[src/rtl/sram_ctrl_pkg.sv]
// rtl/sram_ctrl_pkg.sv - shared defaults and helpers for the 1R1W SRAM controller
package sram_ctrl_pkg;

  localparam int DEF_ADDR_WIDTH = 11;
  localparam int DEF_DATA_WIDTH = 32;
  localparam int DEF_NUM_WMASKS = 4;
  localparam int DEF_RSP_DEPTH  = 4;

  // Width of an occupancy counter that must represent 0..depth inclusive.
  function automatic int cnt_width(input int depth);
    return $clog2(depth) + 1;
  endfunction

endpackage

[src/rtl/sram_rsp_fifo.sv]
// rtl/sram_rsp_fifo.sv - synchronous response FIFO with occupancy count
module sram_rsp_fifo #(
  parameter int DEPTH = 4,
  parameter int WIDTH = 32
) (
  input  logic                     clk,
  input  logic                     nrst,
  input  logic                     push,
  input  logic [WIDTH-1:0]         din,
  input  logic                     pop,
  output logic [WIDTH-1:0]         dout,
  output logic [$clog2(DEPTH):0]   count
);

  localparam int PW = $clog2(DEPTH);

  logic [WIDTH-1:0] mem_q [DEPTH];
  logic [WIDTH-1:0] mem_d [DEPTH];
  logic [PW-1:0]    wptr_q, wptr_d;
  logic [PW-1:0]    rptr_q, rptr_d;
  logic [PW:0]      count_q, count_d;

  always_comb begin
    mem_d   = mem_q;
    wptr_d  = wptr_q;
    rptr_d  = rptr_q;
    count_d = count_q;
    if (push) begin
      mem_d[wptr_q] = din;
      wptr_d        = wptr_q + 1'b1;
    end
    if (pop) begin
      rptr_d = rptr_q + 1'b1;
    end
    case ({push, pop})
      2'b10:   count_d = count_q + 1'b1;
      2'b01:   count_d = count_q - 1'b1;
      default: count_d = count_q;
    endcase
  end

  always_ff @(posedge clk) begin
    if (!nrst) begin
      wptr_q  <= '0;
      rptr_q  <= '0;
      count_q <= '0;
    end else begin
      wptr_q  <= wptr_d;
      rptr_q  <= rptr_d;
      count_q <= count_d;
    end
  end

  // Payload needs no reset: the head is masked to zero whenever the FIFO is empty.
  always_ff @(posedge clk) begin
    mem_q <= mem_d;
  end

  assign dout  = (count_q != '0) ? mem_q[rptr_q] : '0;
  assign count = count_q;

endmodule

[src/rtl/sram_1r1w_ctrl.sv]
// rtl/sram_1r1w_ctrl.sv - 1R1W SRAM port controller with in-order read responses
module sram_1r1w_ctrl
  import sram_ctrl_pkg::*;
#(
  parameter int ADDR_WIDTH = DEF_ADDR_WIDTH,
  parameter int DATA_WIDTH = DEF_DATA_WIDTH,
  parameter int NUM_WMASKS = DEF_NUM_WMASKS,
  parameter int RSP_DEPTH  = DEF_RSP_DEPTH
) (
  input  logic                  clk,
  input  logic                  nrst,
  input  logic                  wr_valid,
  output logic                  wr_ready,
  input  logic [ADDR_WIDTH-1:0] wr_addr,
  input  logic [DATA_WIDTH-1:0] wr_data,
  input  logic [NUM_WMASKS-1:0] wr_strb,
  input  logic                  rd_valid,
  output logic                  rd_ready,
  input  logic [ADDR_WIDTH-1:0] rd_addr,
  output logic                  rsp_valid,
  input  logic                  rsp_ready,
  output logic [DATA_WIDTH-1:0] rsp_data,
  output logic                  sram_csb0,
  output logic [NUM_WMASKS-1:0] sram_wmask0,
  output logic [ADDR_WIDTH-1:0] sram_addr0,
  output logic [DATA_WIDTH-1:0] sram_din0,
  output logic                  sram_csb1,
  output logic [ADDR_WIDTH-1:0] sram_addr1,
  input  logic [DATA_WIDTH-1:0] sram_dout1,
  output logic                  busy
);

  localparam int CW = cnt_width(RSP_DEPTH);
  localparam int OW = CW + 1;
  localparam logic [OW-1:0] OCC_LIM = OW'(RSP_DEPTH);

  logic          wr_fire;
  logic          rd_fire;
  logic          hazard;
  logic          rd_pend_q, rd_pend_d;
  logic [CW-1:0] fifo_count;
  logic [OW-1:0] occ;
  logic [1:0]    inflight;
  logic          rsp_pop;

  assign wr_ready = nrst;
  assign wr_fire  = wr_valid & wr_ready;

  assign sram_csb0   = ~(wr_fire & (|wr_strb));
  assign sram_wmask0 = wr_strb;
  assign sram_addr0  = wr_addr;
  assign sram_din0   = wr_data;

  // A read racing a same-address write waits so it observes the new data.
  assign hazard = wr_valid & (|wr_strb) & rd_valid & (wr_addr == rd_addr);

  // The read issued this cycle is not counted here, which keeps rd_ready free of
  // a loop through rd_valid; one free slot is then still guaranteed for it.
  assign occ      = {1'b0, fifo_count} + {{CW{1'b0}}, rd_pend_q};
  assign rd_ready = nrst & (occ < OCC_LIM) & ~hazard;
  assign rd_fire  = rd_valid & rd_ready;

  assign sram_csb1  = ~rd_fire;
  assign sram_addr1 = rd_addr;

  assign rd_pend_d = rd_fire;

  always_ff @(posedge clk) begin
    if (!nrst) begin
      rd_pend_q <= 1'b0;
    end else begin
      rd_pend_q <= rd_pend_d;
    end
  end

  assign rsp_valid = (fifo_count != '0);
  assign rsp_pop   = rsp_valid & rsp_ready;

  sram_rsp_fifo #(
    .DEPTH (RSP_DEPTH),
    .WIDTH (DATA_WIDTH)
  ) u_rsp_fifo (
    .clk   (clk),
    .nrst  (nrst),
    .push  (rd_pend_q),
    .din   (sram_dout1),
    .pop   (rsp_pop),
    .dout  (rsp_data),
    .count (fifo_count)
  );

  assign inflight = {1'b0, rd_fire} + {1'b0, rd_pend_q};
  assign busy     = (inflight != 2'd0) | (fifo_count != '0);

endmodule

[config.mk]
export PLATFORM = sky130hd
export DESIGN_NAME = sram_1r1w_ctrl
export DESIGN_NICKNAME = d
export VERILOG_FILES = /design/src/rtl/sram_ctrl_pkg.sv /design/src/rtl/sram_rsp_fifo.sv /design/src/rtl/sram_1r1w_ctrl.sv
export SDC_FILE = /design/constraint.sdc
export NUM_CORES = 1
export LEC_CHECK = 0
export ABC_AREA = 1
export BUFFER_PORTS_ARGS = -buffer_cell sky130_fd_sc_hd__buf_2
export CELL_PAD_IN_SITES_DETAIL_PLACEMENT = 1
export CELL_PAD_IN_SITES_GLOBAL_PLACEMENT = 2
export CORE_ASPECT_RATIO = 0.75
export CORE_UTILIZATION = 35
export CTS_BUF_LIST = sky130_fd_sc_hd__clkbuf_4
export DETAILED_ROUTE_END_ITERATION = 10
export GPL_TIMING_DRIVEN = 1
export HOLD_SLACK_MARGIN = 0.15
export PLACE_DENSITY = 0.95
export SLEW_MARGIN = 20
export SYNTH_ARGS = -nofsm -noshare
export SYNTH_HDL_FRONTEND = slang
export SYNTH_SLANG_ARGS = --single-unit
[constraint.sdc]
create_clock -name clk -period 5.3 [get_ports clk]
set_clock_uncertainty 0.2 [all_clocks]
set_input_delay 0.795 -clock clk [delete_from_list [all_inputs] [get_ports clk]]
set_output_delay 0.795 -clock clk [all_outputs]
set_load 0.01 [all_outputs]
; ---- Word-level counts from Yosys, hierarchy flattened
; Index checks and enable logic that the tools add are counted.
[classes]
muxes = 8
reduce_logical = 5
eq_ne = 3
n_bitwise = 15
addsub = 6
magnitude_cmp = 4
[op_table]
columns = cell, n
row1 = bitwise mux 128 bit, 1
row2 = two-way mux 32 bit, 4
row3 = binary-select mux 32 bit (select 2 bit), 1
row4 = demux 32 bit (select 2 bit), 1
row5 = == test 11 bit, 1
row6 = bitwise AND 1 bit, 9
row7 = >= comparator 3 bit (second input constant), 2
row8 = NOT 2 -> 3 bit, 2
row9 = case mux 3 bit (2 select lines), 1
row10 = adder 2 x 1 -> 2 bit (second input constant), 2
row11 = adder 3 x 1 -> 4 bit, 1
row12 = < comparator 4 x 3 -> 1 bit (second input constant), 1
row13 = nonzero test 2 bit, 2
row14 = OR reduction 4 bit, 1
row15 = adder 3 x 1 -> 3 bit (second input constant), 1
row16 = < comparator 3 x 1 -> 1 bit (second input constant), 1
row17 = NOT 1 bit, 3
row18 = nonzero test 3 bit, 1
row19 = subtractor 3 x 1 -> 3 bit (second input constant), 1
row20 = adder 1 x 1 -> 2 bit, 1
row21 = == test 2 x 1 -> 1 bit (second input constant), 1
row22 = == test 2 bit (second input constant), 1
row23 = logical AND 1 bit, 1
row24 = bitwise OR 1 bit, 1
[word_totals]
elab_cells = 49
register_bits = 136
output_inout_bits = 96

; ---- Depth between registers and ports, before layout
; Gate-level depths: netlist of run 1.
[depth]
word_depth = 10
depth_mapped = 9
mapped_depth_nobuf = 9

; ---- By module
; A second synthesis of run 1 with hierarchy kept.
[hier_totals]
cells_unflattened = 607
hier_area_um2 = 6227.2
[modules_own_cells]
columns = mod, cells_per_inst, seq_area_each_um2, instances, area_per_inst_um2
row1 = sram_rsp_fifo, 462, 3983.8, 1, 5431.5
row2 = sram_1r1w_ctrl, 145, 20.0, 1, 795.8

; ---- Least setup slack after synthesis of run 1
; Ideal clock, no wire load.
[synth_path]
path_kind = input to output
start = input port wr_addr[3]
end = output port busy
arrival_ps = 1441
path_slack_ps = 2864
path_stages = 9
required_time_ps = 4305
cell_sequence = inv_1 nand2_1 nand2_1 nor2_1 nand2_1 nor2_1 nand2_1 nand3_1 nand2_1
[synth_between]
elab_chain_len = 8
[synth_rtl]
columns = element, line
row1 = "start, declared", sram_1r1w_ctrl.sv:14  ; input logic [ADDR_WIDTH-1:0] wr_addr,
row2 = == test 11 bit, sram_1r1w_ctrl.sv:55  ; assign hazard = wr_valid & (|wr_strb) & rd_valid & (wr_addr == rd_addr);
row3 = bitwise AND 1 bit, sram_1r1w_ctrl.sv:55
row4 = NOT 1 bit, sram_1r1w_ctrl.sv:60  ; assign rd_ready = nrst & (occ < OCC_LIM) & ~hazard;
row5 = bitwise AND 1 bit, sram_1r1w_ctrl.sv:60
row6 = bitwise AND 1 bit, sram_1r1w_ctrl.sv:61  ; assign rd_fire = rd_valid & rd_ready;
row7 = adder 1 x 1 -> 2 bit, sram_1r1w_ctrl.sv:92  ; assign inflight = {1'b0, rd_fire} + {1'b0, rd_pend_q};
row8 = nonzero test 2 bit, sram_1r1w_ctrl.sv:93  ; assign busy = (inflight != 2'd0) | (fifo_count != '0);
row9 = bitwise OR 1 bit, sram_1r1w_ctrl.sv:93
row10 = "end, declared", sram_1r1w_ctrl.sv:30  ; output logic busy
; No other way between the ends.

; ---- Final worst setup path of run 1
[layout_path]
start = register u_rsp_fifo.rptr_q[0]
end = output port rsp_data[29]
[layout_between]
elab_chain_len = 5
[layout_rtl]
columns = element, line
row1 = "start, declared", sram_rsp_fifo.sv:20  ; logic [PW-1:0] rptr_q, rptr_d;
row2 = "start signal, assigned", sram_rsp_fifo.sv:49  ; rptr_q <= rptr_d;
row3 = NOT 2 -> 3 bit (implied by the code), sram_rsp_fifo.sv:59  ; assign dout = (count_q != '0) ? mem_q[rptr_q] : '0;
row4 = binary-select mux 32 bit (select 2 bit), sram_rsp_fifo.sv:59
row5 = two-way mux 32 bit (implied by the code) (2 in series), sram_rsp_fifo.sv:59
row6 = two-way mux 32 bit, sram_rsp_fifo.sv:59
row7 = "end, declared", sram_1r1w_ctrl.sv:22  ; output logic [DATA_WIDTH-1:0] rsp_data,
; No other way between the ends. The select of a mux whose other input is x is not followed.

==> metrics.txt, run 1 <==
via density per instance=around 4.7; First-pass DRT Iterations=4; die area=18100 sq um; H-tree depth=4; fin nets=approximately 740; CP startpoint kind=register; Total Routing Usage GR=17.4%; largest net degree at the start of global routing=between 60 and 70; Final Cycle Share=64.2%; number of global-route vias before repair=around 4500; Peak Freq=294 MHz; Syn Std Cell Area=a little over 6000 sq um; CP Capture Type=primary output; Final ANT Viol Nets=0; synthesized net count=between 600 and 700; worst-path cell with the longest stage delay=inv_2; Max-slew headroom=between 20 and 30%; I/O Pins=approximately 190; Num CTS Buffers=17; Mean Syn Cell Area=10.8 sq um; Yosys Warn Count=0; layout cell share with drive strength beyond 1=roughly a quarter; Critical Path RT=4.30 ns; largest cells by area after synthesis=edfxtp_1 (63%), nor2_1 (8.6%), buf_4 (7.7%); wire per inst=around 17 microns; Core Util, Final=around two fifths; TritonCTS clock tree=yes; Setup CP Type=reg -> out; Clock transition at path regs=about 0.14 ns; Die Y=roughly 120 microns; Min Hold Slack=0.264 ns; Pleak=approximately 2.7 nW; crit path cell chain=inv_2 -> o21ai_0 -> a21oi_1 -> buf_2; post-cts sizing count=0; synthesized flop and latch total=between 100 and 150; post-place instance area=6510 sq um; final hold violations=0; Crit path arrival time=around 2.4 ns; Setup Fix Bufs, Post-CTS=0; core area=~17000 sq um; Critical Path Fanout Max=64; Initial DRC Count=between 150 and 200; CTS hold repair buffers=0; Non-Filler Instances=just under 900; Initial Utilization=a little over a third; worst-margin pin slew=around 1.1 ns; Crit path largest cell delay=~0.76 ns; clock period minus worst slack=approximately 3.4 ns; worst skew pair latency=approximately 0.52 ns; sequential area share after synthesis=between 60% and 70%; finished layout cell area=roughly 6800 sq um; final setup violation count=0; Setup TNS=0 ns; final wirelength=between 15000 and 20000 microns; grt total ovfl=0; first-pass GRT wire length=~23000 microns; placed insts=around 850; top cell type's share of synthesized area=62.6%; routability cong.=around 0.7; Post-Synthesis Cells=568; maximum VDD drop=roughly 0.26 mV; RSZ-0062 raised after global routing=no; Hold Crit Class=in -> reg; vias=around 4200; Distinct cells, synth=20; Die X=155 microns; post-synth top area cell=edfxtp_1; filler instances=between 1500 and 2000; DRC=0; HPWL Detailed=9470 microns; initial antenna violation count=0; clk sinks=approximately 140; clk buf depth=2; FP Rows=41; CTS root buf=clkbuf_4; status=finished, final reports clean; Max Cap Viol=0; Port Buffers=approximately 130; Slew Limit Fails=0; Area growth syn-to-layout=10.6%; power per cell area=around 420 nW/um^2
## flip-flops by register name, indices dropped and copies added (netlist names)
register and count:
u_rsp_fifo.rptr_q 2, rd_pend_q 1, u_rsp_fifo.wptr_q 2, u_rsp_fifo.mem_q 128, u_rsp_fifo.count 3
## cells by family after synthesis
kind of cell	count (synthesis)	share of synthesized area (%)
buffers and inverters	123	12.3
AOI/OAI and AO/OA	112	9.13
DFF	136	65.2
and+or+nand+nor	191	12.0
adders and majority gates	6	1.35
## through the flow
stage                     setup WS, ns  power, mW
after CTS                         1.86       2.87
after global placement            2.56       2.15
after global routing              1.72       2.99
final                             1.90       2.83
after detailed placement          2.48       2.20
after floorplan                   2.86       1.89
## worst max-delay path, delay by kind of cell, from the launching register on
family / cells / cell delay [ns]
buffers and inverters: 2 / 0.95
flip-flops: 1 / 0.35
AO/OA/AOI/OAI: 2 / 0.58
## power breakdown
group          switching, mW  internal, mW  total (mW)
clock network          0.414         0.248       0.662
logic                  0.617         0.282       0.899
registers             0.0273          1.24        1.27
## cell usage in the layout (no fill, tap or decap)
cell type,synthesis,layout
fa_1,1,1
clkbuf_4,0,18
buf_4,63,7
edfxtp_1,128,128
o21ai_0,44,44
nand2_1,45,45
dfxtp_2,0,1
nand3_1,4,4
inv_6,0,5
clkinv_2,0,1
diode_2,0,1
nor2_1,140,140
clkinvlp_4,0,4
inv_1,38,38
o21ai_1,28,28
dfxtp_1,8,7
nor2_2,1,1
bufinv_16,0,1
ha_1,5,5
a21oi_1,40,40
inv_2,2,2
inv_8,0,1
nor3_4,1,1
clkinv_4,0,2
buf_2,11,126
## cells in the mapped netlist
library cell,number
o21ai_1,28
nand2_1,45
a21oi_1,40
clkbuf_1,1
ha_1,5
o21ai_0,44
fa_1,1
nor3_4,1
buf_2,11
dfxtp_1,8
inv_2,2
nor2_2,1
inv_1,38
nand3_1,4
buf_4,63
clkbuf_2,4
buf_6,3
nor2_1,140
buf_12,1
edfxtp_1,128
## area by class of cell
cell class | instances | area, sq um | area share, %
multi-input cells | 309 | 1380 | 20.3
well taps | 236 | 295 | 4.35
diodes | 1 | 2.50 | 0.0369
flip-flops and latches | 136 | 4010 | 59.0
clock inverters | 14 | 138 | 2.03
clock buffers | 18 | 135 | 1.99
inverters | 40 | 150 | 2.21
repair buffers | 133 | 683 | 10.1
## per-layer routing
layer	part of all wire [%]	wire length [microns]	track usage, %	vias to the layer above
li1	-	-	-	1998
met3	5.0	755	3.60	35
met2	52	7870	32.7	106
met4	1.6	240	6.14	0
met5	0	0	0	-
met1	41	6210	19.7	2045
## path summary, 6_finish.rpt
kind | slack, ns | from | to | depth (start not counted)
worst min register to register | 0.34 | u_rsp_fifo.count[2]$_SDFFE_PN0P_ | u_rsp_fifo.count[2]$_SDFFE_PN0P_ | 2
worst max register to register | 3.05 | u_rsp_fifo.count[2]$_SDFFE_PN0P_ | u_rsp_fifo.count[1]$_SDFFE_PN0P_ | 6
worst max-delay path | 1.90 | u_rsp_fifo.rptr_q[0]$_SDFFE_PN0N_ | rsp_data[29] | 4
worst min-delay path | 0.26 | sram_dout1[27] | u_rsp_fifo.mem_q[123]$_DFFE_PP_ | 1
Note: power is estimated with default switching activity, not from simulation.
==> inputs of run 2 (changes only) <==
--- a/config.mk
+++ b/config.mk
@@ -5,17 +5,17 @@
 export SDC_FILE = /design/constraint.sdc
 export NUM_CORES = 1
 export LEC_CHECK = 0
-export ABC_AREA = 1
+export ABC_AREA = 0
 export BUFFER_PORTS_ARGS = -buffer_cell sky130_fd_sc_hd__buf_2
 export CELL_PAD_IN_SITES_DETAIL_PLACEMENT = 1
 export CELL_PAD_IN_SITES_GLOBAL_PLACEMENT = 2
 export CORE_ASPECT_RATIO = 0.75
-export CORE_UTILIZATION = 35
+export CORE_UTILIZATION = 33
 export CTS_BUF_LIST = sky130_fd_sc_hd__clkbuf_4
 export DETAILED_ROUTE_END_ITERATION = 10
 export GPL_TIMING_DRIVEN = 1
 export HOLD_SLACK_MARGIN = 0.15
-export PLACE_DENSITY = 0.95
+export PLACE_DENSITY = 0.88
 export SLEW_MARGIN = 20
 export SYNTH_ARGS = -nofsm -noshare
 export SYNTH_HDL_FRONTEND = slang
==> constraint.sdc (replaced) <==
create_clock -name clk -period 3.05 [get_ports clk]
set_clock_uncertainty 0.2 [all_clocks]
set_input_delay 0.4575 -clock clk [delete_from_list [all_inputs] [get_ports clk]]
set_output_delay 0.4575 -clock clk [all_outputs]
set_load 0.01 [all_outputs]
==> run 2 against run 1 <==
Compared with the run above: final cell count decreased by 20%; global-route usage down 3.1 points; sequential cell count stayed put; utilization barely moved; area after synthesis fell by 3.5%; setup slack lost 1.7 ns; critical path depth increased by 3; final area increased by 3.6%; combinational power grew 56%; sequential power grew 72%; first-iteration DRC count shrank 44%; clock power is 83% higher.
==> metrics.txt, run 2 <==
status=finished, final reports clean; via density per instance=between 4 and 5; Hold EP=u_rsp_fifo.count[2]$_SDFFE_PN0P_; Total Power=approximately 4.8 mW; GR Util met2=approximately 25%; Crit path arrival time=2.21 ns; CTS root buf=clkbuf_4; largest cells by area after synthesis=edfxtp_1 (65%), mux4_2 (11%), buf_4 (7.5%); Syn Std Cell Area=about 5900 sq um; Port Buffers=about 130; grt total ovfl=0; first-pass GRT wire length=19200 microns; sequential area share after synthesis=67.6%; most frequent cells in the layout=edfxtp_1 (128), buf_2 (126), dlygate4sd3_1 (37), and2_1 (32), mux4_2 (28); HPWL Detailed=between 7000 and 8000 microns; Pleak=roughly 2.5 nW; number of global-route vias before repair=between 3000 and 4000; Distinct cells, synth=30; Die X=~160 microns; FP Rows=42; Initial DRC Count=95; Max-slew headroom=a little under two fifths; Num CTS Buffers=17; vias=slightly above 3000; clk buf depth=2; most used routing layer=met2; Peak Freq=roughly 350 MHz; Critical Path RT=2.39 ns; GR met3 Demand/Resource=4.12%; clock period minus worst slack=around 2.9 ns; final wirelength=between 10000 and 15000 microns; RR Startpoint=u_rsp_fifo.count[0]$_SDFFE_PN0P_; H-tree depth=4; Hold Crit Depth=2; final hold violations=0; Final ANT Viol Nets=0; Setup CP Type=in -> out; worst slack at placement=just over 0.6 ns; top-count cell post-synth=edfxtp_1; Yosys Warn Count=0; Setup TNS=0 ns; final setup violation count=0; die area=about 18000 sq um; Worst Reg-to-Reg Cells=8; Critical Path Fanout Max=9; worst reg2reg endpoint=u_rsp_fifo.count[2]$_SDFFE_PN0P_; initial antenna violation count=0; synthesized net count=approximately 430; TritonCTS clock tree=yes; Mean Syn Cell Area=around 18 sq um; Initial Utilization=about 34%; RSZ-0062 raised after global routing=no; layout cell share with drive strength beyond 1=43.6%; post-synth top area cell=edfxtp_1; maximum VDD drop=0.274 mV; Max Cap Viol=0; Core Util, Final=40.0%; top cell type's share of synthesized area=64.9%; Min Hold Slack=0.332 ns; DRC=0; Final Cycle Share=93.9%; placed insts=between 600 and 700; largest net degree at the start of global routing=36; clk sinks=around 140; worst-margin pin slew=between 0.9 and 1 ns; post-place instance area=~6400 sq um; I/O Pins=roughly 190; Clock transition at path regs=between 0.1 and 0.15 ns; finished layout cell area=around 7000 sq um; wire per inst=~17 microns; Slew Limit Fails=0; Sequential Area=~4000 sq um; top cells by count, synth=edfxtp_1 (128), buf_4 (59), and2_1 (36); ys async rst share=0%; synthesized flop and latch total=between 100 and 150; Largest Register=u_rsp_fifo.mem_q; filler instances=1811; core area=about 18000 sq um; Area growth syn-to-layout=18.8%; routability cong.=0.729; EDFF count, synth=around 130; worst skew pair latency=about 0.52 ns; area of the multi-input gates=around 1400 sq um; Non-Filler Instances=706; Die Y=118 microns; beginning of the worst hold path=u_rsp_fifo.count[2]$_SDFFE_PN0P_; Total Routing Usage GR=between 10% and 20%; CP Capture Type=primary output; r2r setup slk=approximately 0.8 ns; Post-Synthesis Cells=approximately 330; commonest non-fill, non-tap cell in the layout=edfxtp_1; GR Util met1=~17%; Hold Crit Class=reg -> reg; max reg flops=128; First-pass DRT Iterations=4; Setup WS post-layout=~0.19 ns; power per cell area=roughly 680 nW/um^2; fin nets=between 500 and 600; main flop type after synthesis=edfxtp_1; CP startpoint kind=primary input
==> run 2: cell count changes after synthesis, moves of 6 or more <==
cell and change:
buf_2 -6, nand2_1 -44, o21ai_0 -42, xnor2_1 +13, o21ai_1 -28, inv_1 -32, and2_1 +36, nor2_1 -131
mux4_2 +28, a21oi_1 -38
==> run 2: power by group <==
group	total, mW	internal (mW)	leakage (nW)	switching, mW
registers	2.19	2.14	1.23	0.0501
logic	1.40	0.685	1.15	0.713
clock network	1.21	0.502	0.153	0.704
total	4.79	3.33	2.54	1.47
==> run 2: layer usage <==
layer  wire length [microns]  vias to the layer above
met4                     229                        0
met2                    6380                       69
met1                    5250                     1569
met5                       0                        -
li1                        -                     1433
met3                     429                       29
==> run 2: cell families (layout without fill, tap and decap cells) <==
family	count (synthesis)	in the layout	synth area share, %
muxes	33	33	12.6
and+or+nand+nor	57	57	5.64
xor gates and xnor gates	16	16	2.37
buffers and inverters	79	209	9.80
DFF	136	136	67.6
other	0	1	0
adders and majority gates	6	6	1.39
AOI/OAI and AO/OA	6	6	0.634
==> run 2: worst max path at each step <==
stage | cells past startpoint | end | start
final | 7 | sram_csb1 | nrst
after global routing | 7 | sram_csb1 | nrst
after CTS | 7 | sram_csb1 | nrst
after detailed placement | 6 | rd_ready | rd_addr[0]
after global placement | 6 | sram_csb1 | nrst
after floorplan | 9 | u_rsp_fifo.count[2]$_SDFFE_PN0P_ | u_rsp_fifo.count[0]$_SDFFE_PN0P_
==> run 2: layout make-up <==
cell class	count	area share, %
Sequential cell	136	56.9
Multi-Input combinational cell	118	19.2
Timing Repair Buffer	170	15.0
Tap cell	242	4.30
Clock inverter	15	2.35
Clock buffer	17	1.81
Inverter	7	0.373
Antenna cell	1	0.0356
==> run 2: critical path, cell delays in order <==
cell,delay [ns]
dlygate4sd3_1,0.53
buf_2,0.11
clkinv_1,0.22
a311oi_2,0.35
nand2_1,0.12
or2_2,0.28
buf_2,0.14
==> run 2: repair_timing <==
item	4_1_cts	5_1_grt
hold buffers	37	0
gates resized for setup	0	1
buffers inserted	0	0
endpoints found under the setup margin	0	1
endpoints found under the hold margin	136	0
